--- config.mk ---
export PLATFORM = sky130hd
export DESIGN_NAME = mem_ctrl
export DESIGN_NICKNAME = d
export VERILOG_FILES = /design/src/rtl/mem_ctrl.sv
export SDC_FILE = /design/constraint.sdc
export NUM_CORES = 1
export LEC_CHECK = 0
export ABC_AREA = 0
export CORE_ASPECT_RATIO = 0.5
export CORE_MARGIN = 3
export CORE_UTILIZATION = 40
export CTS_CLUSTER_SIZE = 40
export DETAILED_ROUTE_END_ITERATION = 6
export GPL_ROUTABILITY_DRIVEN = 0
export GPL_TIMING_DRIVEN = 0
export HOLD_SLACK_MARGIN = 0.15
export PLACE_DENSITY = 0.65
export SYNTH_ARGS = -nofsm -noshare
export SYNTH_HDL_FRONTEND = slang
export SYNTH_SLANG_ARGS = --single-unit
--- constraint.sdc ---
create_clock -name clock -period 11.9 [get_ports clock]
set_clock_uncertainty 0.05 [all_clocks]
set_input_delay 1.19 -clock clock [delete_from_list [all_inputs] [get_ports clock]]
set_output_delay 1.19 -clock clock [all_outputs]
set_load 0.02 [all_outputs]
--- src/rtl/mem_ctrl.sv ---
// Byte-serial memory controller: arbitrates an instruction-fetch port and a data
// port onto a single 8-bit RAM, moving one byte per cycle, little-endian.
module mem_ctrl #(
  parameter int unsigned ADDR_WIDTH = 32
) (
  input  logic                  clock,
  input  logic                  reset_n,
  input  logic                  if_req,
  input  logic [ADDR_WIDTH-1:0] if_addr,
  output logic                  if_ready,
  output logic [31:0]           if_data,
  input  logic                  mem_req,
  input  logic                  mem_rw,
  input  logic [1:0]            mem_size,
  input  logic [ADDR_WIDTH-1:0] mem_addr,
  input  logic [31:0]           mem_wdata,
  output logic                  mem_ready,
  output logic [31:0]           mem_rdata,
  output logic                  ram_rw,
  output logic [7:0]            ram_write,
  input  logic [7:0]            ram_read,
  output logic [ADDR_WIDTH-1:0] ram_addr
);

  localparam int unsigned DATA_W = 32;
  localparam int unsigned BYTE_W = 8;
  localparam int unsigned K_W    = 2;

  typedef enum logic [1:0] {IDLE, BUSY, DONE} state_t;

  state_t                state, state_nx;
  logic [K_W-1:0]        k, k_nx;
  logic [K_W-1:0]        last, last_nx;
  logic                  own_mem, own_mem_nx;
  logic                  rw, rw_nx;
  logic [ADDR_WIDTH-1:0] base, base_nx;
  logic [DATA_W-1:0]     wdata, wdata_nx;
  logic [DATA_W-1:0]     result, result_nx;

  logic                  if_ready_nx, mem_ready_nx, ram_rw_nx;
  logic [DATA_W-1:0]     if_data_nx, mem_rdata_nx;
  logic [BYTE_W-1:0]     ram_write_nx;
  logic [ADDR_WIDTH-1:0] ram_addr_nx;

  // State and registered outputs; RAM outputs are staged one edge ahead of use.
  always_ff @(posedge clock or negedge reset_n) begin
    if (!reset_n) begin
      state     <= IDLE;
      k         <= '0;
      last      <= '0;
      own_mem   <= 1'b0;
      rw        <= 1'b0;
      base      <= '0;
      wdata     <= '0;
      result    <= '0;
      if_ready  <= 1'b0;
      mem_ready <= 1'b0;
      if_data   <= '0;
      mem_rdata <= '0;
      ram_rw    <= 1'b0;
      ram_write <= '0;
      ram_addr  <= '0;
    end else begin
      state     <= state_nx;
      k         <= k_nx;
      last      <= last_nx;
      own_mem   <= own_mem_nx;
      rw        <= rw_nx;
      base      <= base_nx;
      wdata     <= wdata_nx;
      result    <= result_nx;
      if_ready  <= if_ready_nx;
      mem_ready <= mem_ready_nx;
      if_data   <= if_data_nx;
      mem_rdata <= mem_rdata_nx;
      ram_rw    <= ram_rw_nx;
      ram_write <= ram_write_nx;
      ram_addr  <= ram_addr_nx;
    end
  end

  // Next-state and next-output logic.
  always_comb begin
    state_nx     = state;
    k_nx         = k;
    last_nx      = last;
    own_mem_nx   = own_mem;
    rw_nx        = rw;
    base_nx      = base;
    wdata_nx     = wdata;
    result_nx    = result;
    if_data_nx   = if_data;
    mem_rdata_nx = mem_rdata;
    if_ready_nx  = 1'b0;
    mem_ready_nx = 1'b0;
    ram_rw_nx    = 1'b0;
    ram_write_nx = '0;
    ram_addr_nx  = '0;

    unique case (state)
      IDLE: begin
        // Data port wins when both request in the same cycle.
        if (mem_req) begin
          own_mem_nx = 1'b1;
          base_nx    = mem_addr;
          rw_nx      = mem_rw;
          wdata_nx   = mem_wdata;
          case (mem_size)
            2'd0:    last_nx = K_W'(0);
            2'd1:    last_nx = K_W'(1);
            default: last_nx = K_W'(3);
          endcase
        end else if (if_req) begin
          own_mem_nx = 1'b0;
          base_nx    = if_addr;
          rw_nx      = 1'b0;
          wdata_nx   = '0;
          last_nx    = K_W'(3);
        end
        if (mem_req || if_req) begin
          state_nx     = BUSY;
          k_nx         = '0;
          result_nx    = '0;
          ram_addr_nx  = base_nx;
          ram_rw_nx    = rw_nx;
          ram_write_nx = rw_nx ? wdata_nx[BYTE_W-1:0] : '0;
        end
      end

      BUSY: begin
        k_nx = k + K_W'(1);
        if (!rw) result_nx[{k, 3'b000} +: BYTE_W] = ram_read;
        if (k == last) begin
          state_nx = DONE;
          if (own_mem) begin
            mem_ready_nx = 1'b1;
            if (!rw) mem_rdata_nx = result_nx;
          end else begin
            if_ready_nx = 1'b1;
            if_data_nx  = result_nx;
          end
        end else begin
          ram_addr_nx  = base + ADDR_WIDTH'(k_nx);
          ram_rw_nx    = rw;
          ram_write_nx = rw ? wdata[{k_nx, 3'b000} +: BYTE_W] : '0;
        end
      end

      DONE:    state_nx = IDLE;
      default: state_nx = IDLE;
    endcase
  end

endmodule
==> results.ini <==
[clock_network]
cts_tree = built
htree_levels = 1
clockBufferDepth = 3
clock_sinks = 211
cts_resized = 0
ctsRootBufferMaster = clkbuf_16
cts_setup_buffers = 0
clk_pin_slew_ns = 0.07
cts_made_buffers = 20
cts_hold_buffers = 0
clock_latency_ns = 0.52

[synth]
synth_compound_area_frac = 0.2197
synth.avg_cell_area_um2 = 11.51
yosysMostFrequentCell = dfrtp_1
async_reset_ff_frac = 1.000
ys_top_cells_by_area = dfrtp_1 54%, a22o_1 8.5%, mux2_2 5.7%
ys.flop_type = dfrtp_1
synth_area_um2 = 9738
syn_nets = 965
synthAdderAreaFrac = 0.01105
synth-edff-count = 0
ys_warn_count = 0
ys_seq_area_frac = 0.5422
synth_top_family_by_area = compound AO/OA/AOI/OAI gates
synthMuxAreaShare = 0.07632
synth-simple-area-share = 0.09688
synth_top_area_share = 0.5422
yosys.area.top_type = dfrtp_1
ys_ff_latch = 211
synthCells = 846
synth_common_cells = 211 x dfrtp_1, 95 x a22o_1, 63 x clkbuf_1
synth_xor_area_frac = 0.01619
ys_types = 60

[timing]
final.setup.tns_ns = 0
timing.fmax_mhz = 207.3
slew-limit-headroom = 0.3159
tightest_slew_ns = 1.017
min_period_ns = 4.823
finalSetupViolCount = 0
period_share = 0.4053
hold_viol_final = 0
maxSlewViolCount = 0
rsz0062_at_grt = no

[worst_setup_path]
startpoint_type = flop
cp_slowest_cell = buf_1
path_common_cell = inv_1
crit_path_cell_trace = clkbuf_1, buf_2, inv_1, ha_1, buf_1, inv_1, fa_1, nand4b_2, or4_4, or4_1, o221ai_1
required_ns = 12.27
crit_fanout = 10
critPathKind = reg -> reg
arrival_ns = 5.19
crit_path_end_kind = flop
crit_path_max_incr_delay_ns = 0.65

[power]
seqPwrFrac = 0.330
p_leak_nw = 5.464
peakVddDrop_mv = 0.09085
clkPwrFrac = 0.203
switchingPower_mw = 1.435
finalPower_mw = 3.544
internal-power_mw = 2.109
power.density_nw_per_um2 = 273.1
p_comb_frac = 0.467
switching_share = 0.4048

[route]
drc = 0
drt-pass1-iter-count = 5
vias = 8261
dr_wl_met3_mm = 1.733
routed-wl-met2_mm = 14.91
postRouteAntennaNets = 0
viasPerCell = 5.918
highest_layer = met4
drt-total-wl_mm = 30.82
dr.first_iter.drc_count = 819
wl_met1_mm = 13.64
route.detailed.wl_per_inst_um = 22.08

[final_layout]
fillCellCount = 1992
antenna_cells = 0
multi_input_area_um2 = 4091
syn_to_final_growth_pct = 33.24
drive_gt1_frac = 0.1047
seq_area_um2 = 5280
fin_nets = 1197
final_util = 0.5551

[placement]
port_buffers = 209
dp_hpwl_mm = 21.75

[global_route]
antenna_found_initial = 0
overflow = 0
grt_pass1_wl_mm = 47.87
first_global_vias = 8304
grt_max_degree = 109
grt_usage = 0.2320

[floorplan]
fp.coreArea_um2 = 23370
dieArea_um2 = 26370
floorplan.die.width_um = 226.7
die_h_um = 116.3
initial_utilization = 0.4166
design.portCount = 218
rows = 39

[outcome]
outcome = finished, final reports clean

[run]
cap_viol_max_count = 0

[worst_hold_path]
min_path_type = reg -> reg

[through the flow]
step           setup slack (ns)  cells  hold slack (ns)  area, µm²
6_report                  7.077   1396           0.4345      12970
5_1_grt                   6.776   1396           0.4566      12970
4_1_cts                   7.091   1396           0.4377      12970
3_5_place_dp              7.119   1363           0.4235      12250
3_3_place_gp             0.8421   1362           0.4169      12210
2_1_floorplan             8.017    846           0.4106       9738
[critical path: cells and delay by family (launching register included)]
| kind | cells | cell delay, ns |
|---|---|---|
| buffers and inverters | 5 | 1.77 |
| and+or+nand+nor | 3 | 1.47 |
| adders and majority gates | 2 | 0.96 |
| DFF | 1 | 0.37 |
| AOI/OAI and AO/OA | 1 | 0.11 |
[flip-flops by register name, indices dropped and copies added, names as in the netlist]
name,cells
k,2
result,32
ram_addr,32
last,2
base,32
ram_rw,1
if_ready,1
rw,1
if_data,32
wdata,32
own_mem,1
mem_ready,1
ram_write,8
state,2
mem_rdata,32
[logic make-up after synthesis]
family          count (synthesis)
fa+ha+maj                       8
flops                         211
xor+xnor                       18
buf+inv                        92
simple gates                  172
mux                            58
compound gates                287
[placed cells by master (no fill, tap or decap), drive strengths merged, types with 15 or more instances in the layout]
cell / instances
dfrtp: 211
clkdlybuf4s50: 208
a22o: 95
clkbuf: 88
nand2: 59
o21ai: 54
mux2: 50
a22oi: 48
nand4: 20
nor2b: 19
o22ai: 19
buf: 19
o211ai: 16
a31oi: 15
[layout make-up]
class / instances / share of cell area
sequential: 211 / 0.4069
multi-input combinational: 543 / 0.3153
timing repair buffer: 210 / 0.1637
clock buffer: 25 / 0.04474
tap: 307 / 0.02960
buffer: 80 / 0.02478
clock inverter: 8 / 0.01138
inverter: 12 / 0.003472
[power by group through the flow]
stage                     sequential, mW  combinational [mW]  clock (mW)
after global placement              1.17                1.60           0
after CTS                           1.17                1.64       0.731
after global routing                1.20                1.77       0.760
after detailed placement            1.18                1.63           0
after floorplan                     1.31               0.821           0
final                               1.17                1.65       0.719
[metal layers]
layer	vias to the layer above	global-route usage
met2	308	0.3881
met5	-	0
met4	0	0.04956
met3	41	0.03742
met1	4225	0.3232
li1	3687	-
[final timing paths]
| check | from | endpoint | slack (ns) | cells past startpoint |
|---|---|---|---|---|
| max | k[0] | ram_addr[18] | 7.08 | 11 |
| min | if_data[27] | if_data[27] | 0.43 | 2 |
| max reg2reg | k[0] | ram_addr[18] | 7.08 | 11 |
| min reg2reg | if_data[27] | if_data[27] | 0.43 | 2 |
| max in group asynchronous | reset_n | mem_rdata[12] | 10.10 | 2 |
| min in group asynchronous | reset_n | ram_addr[16] | 0.67 | 1 |
Power figures use the tool's default switching activity.
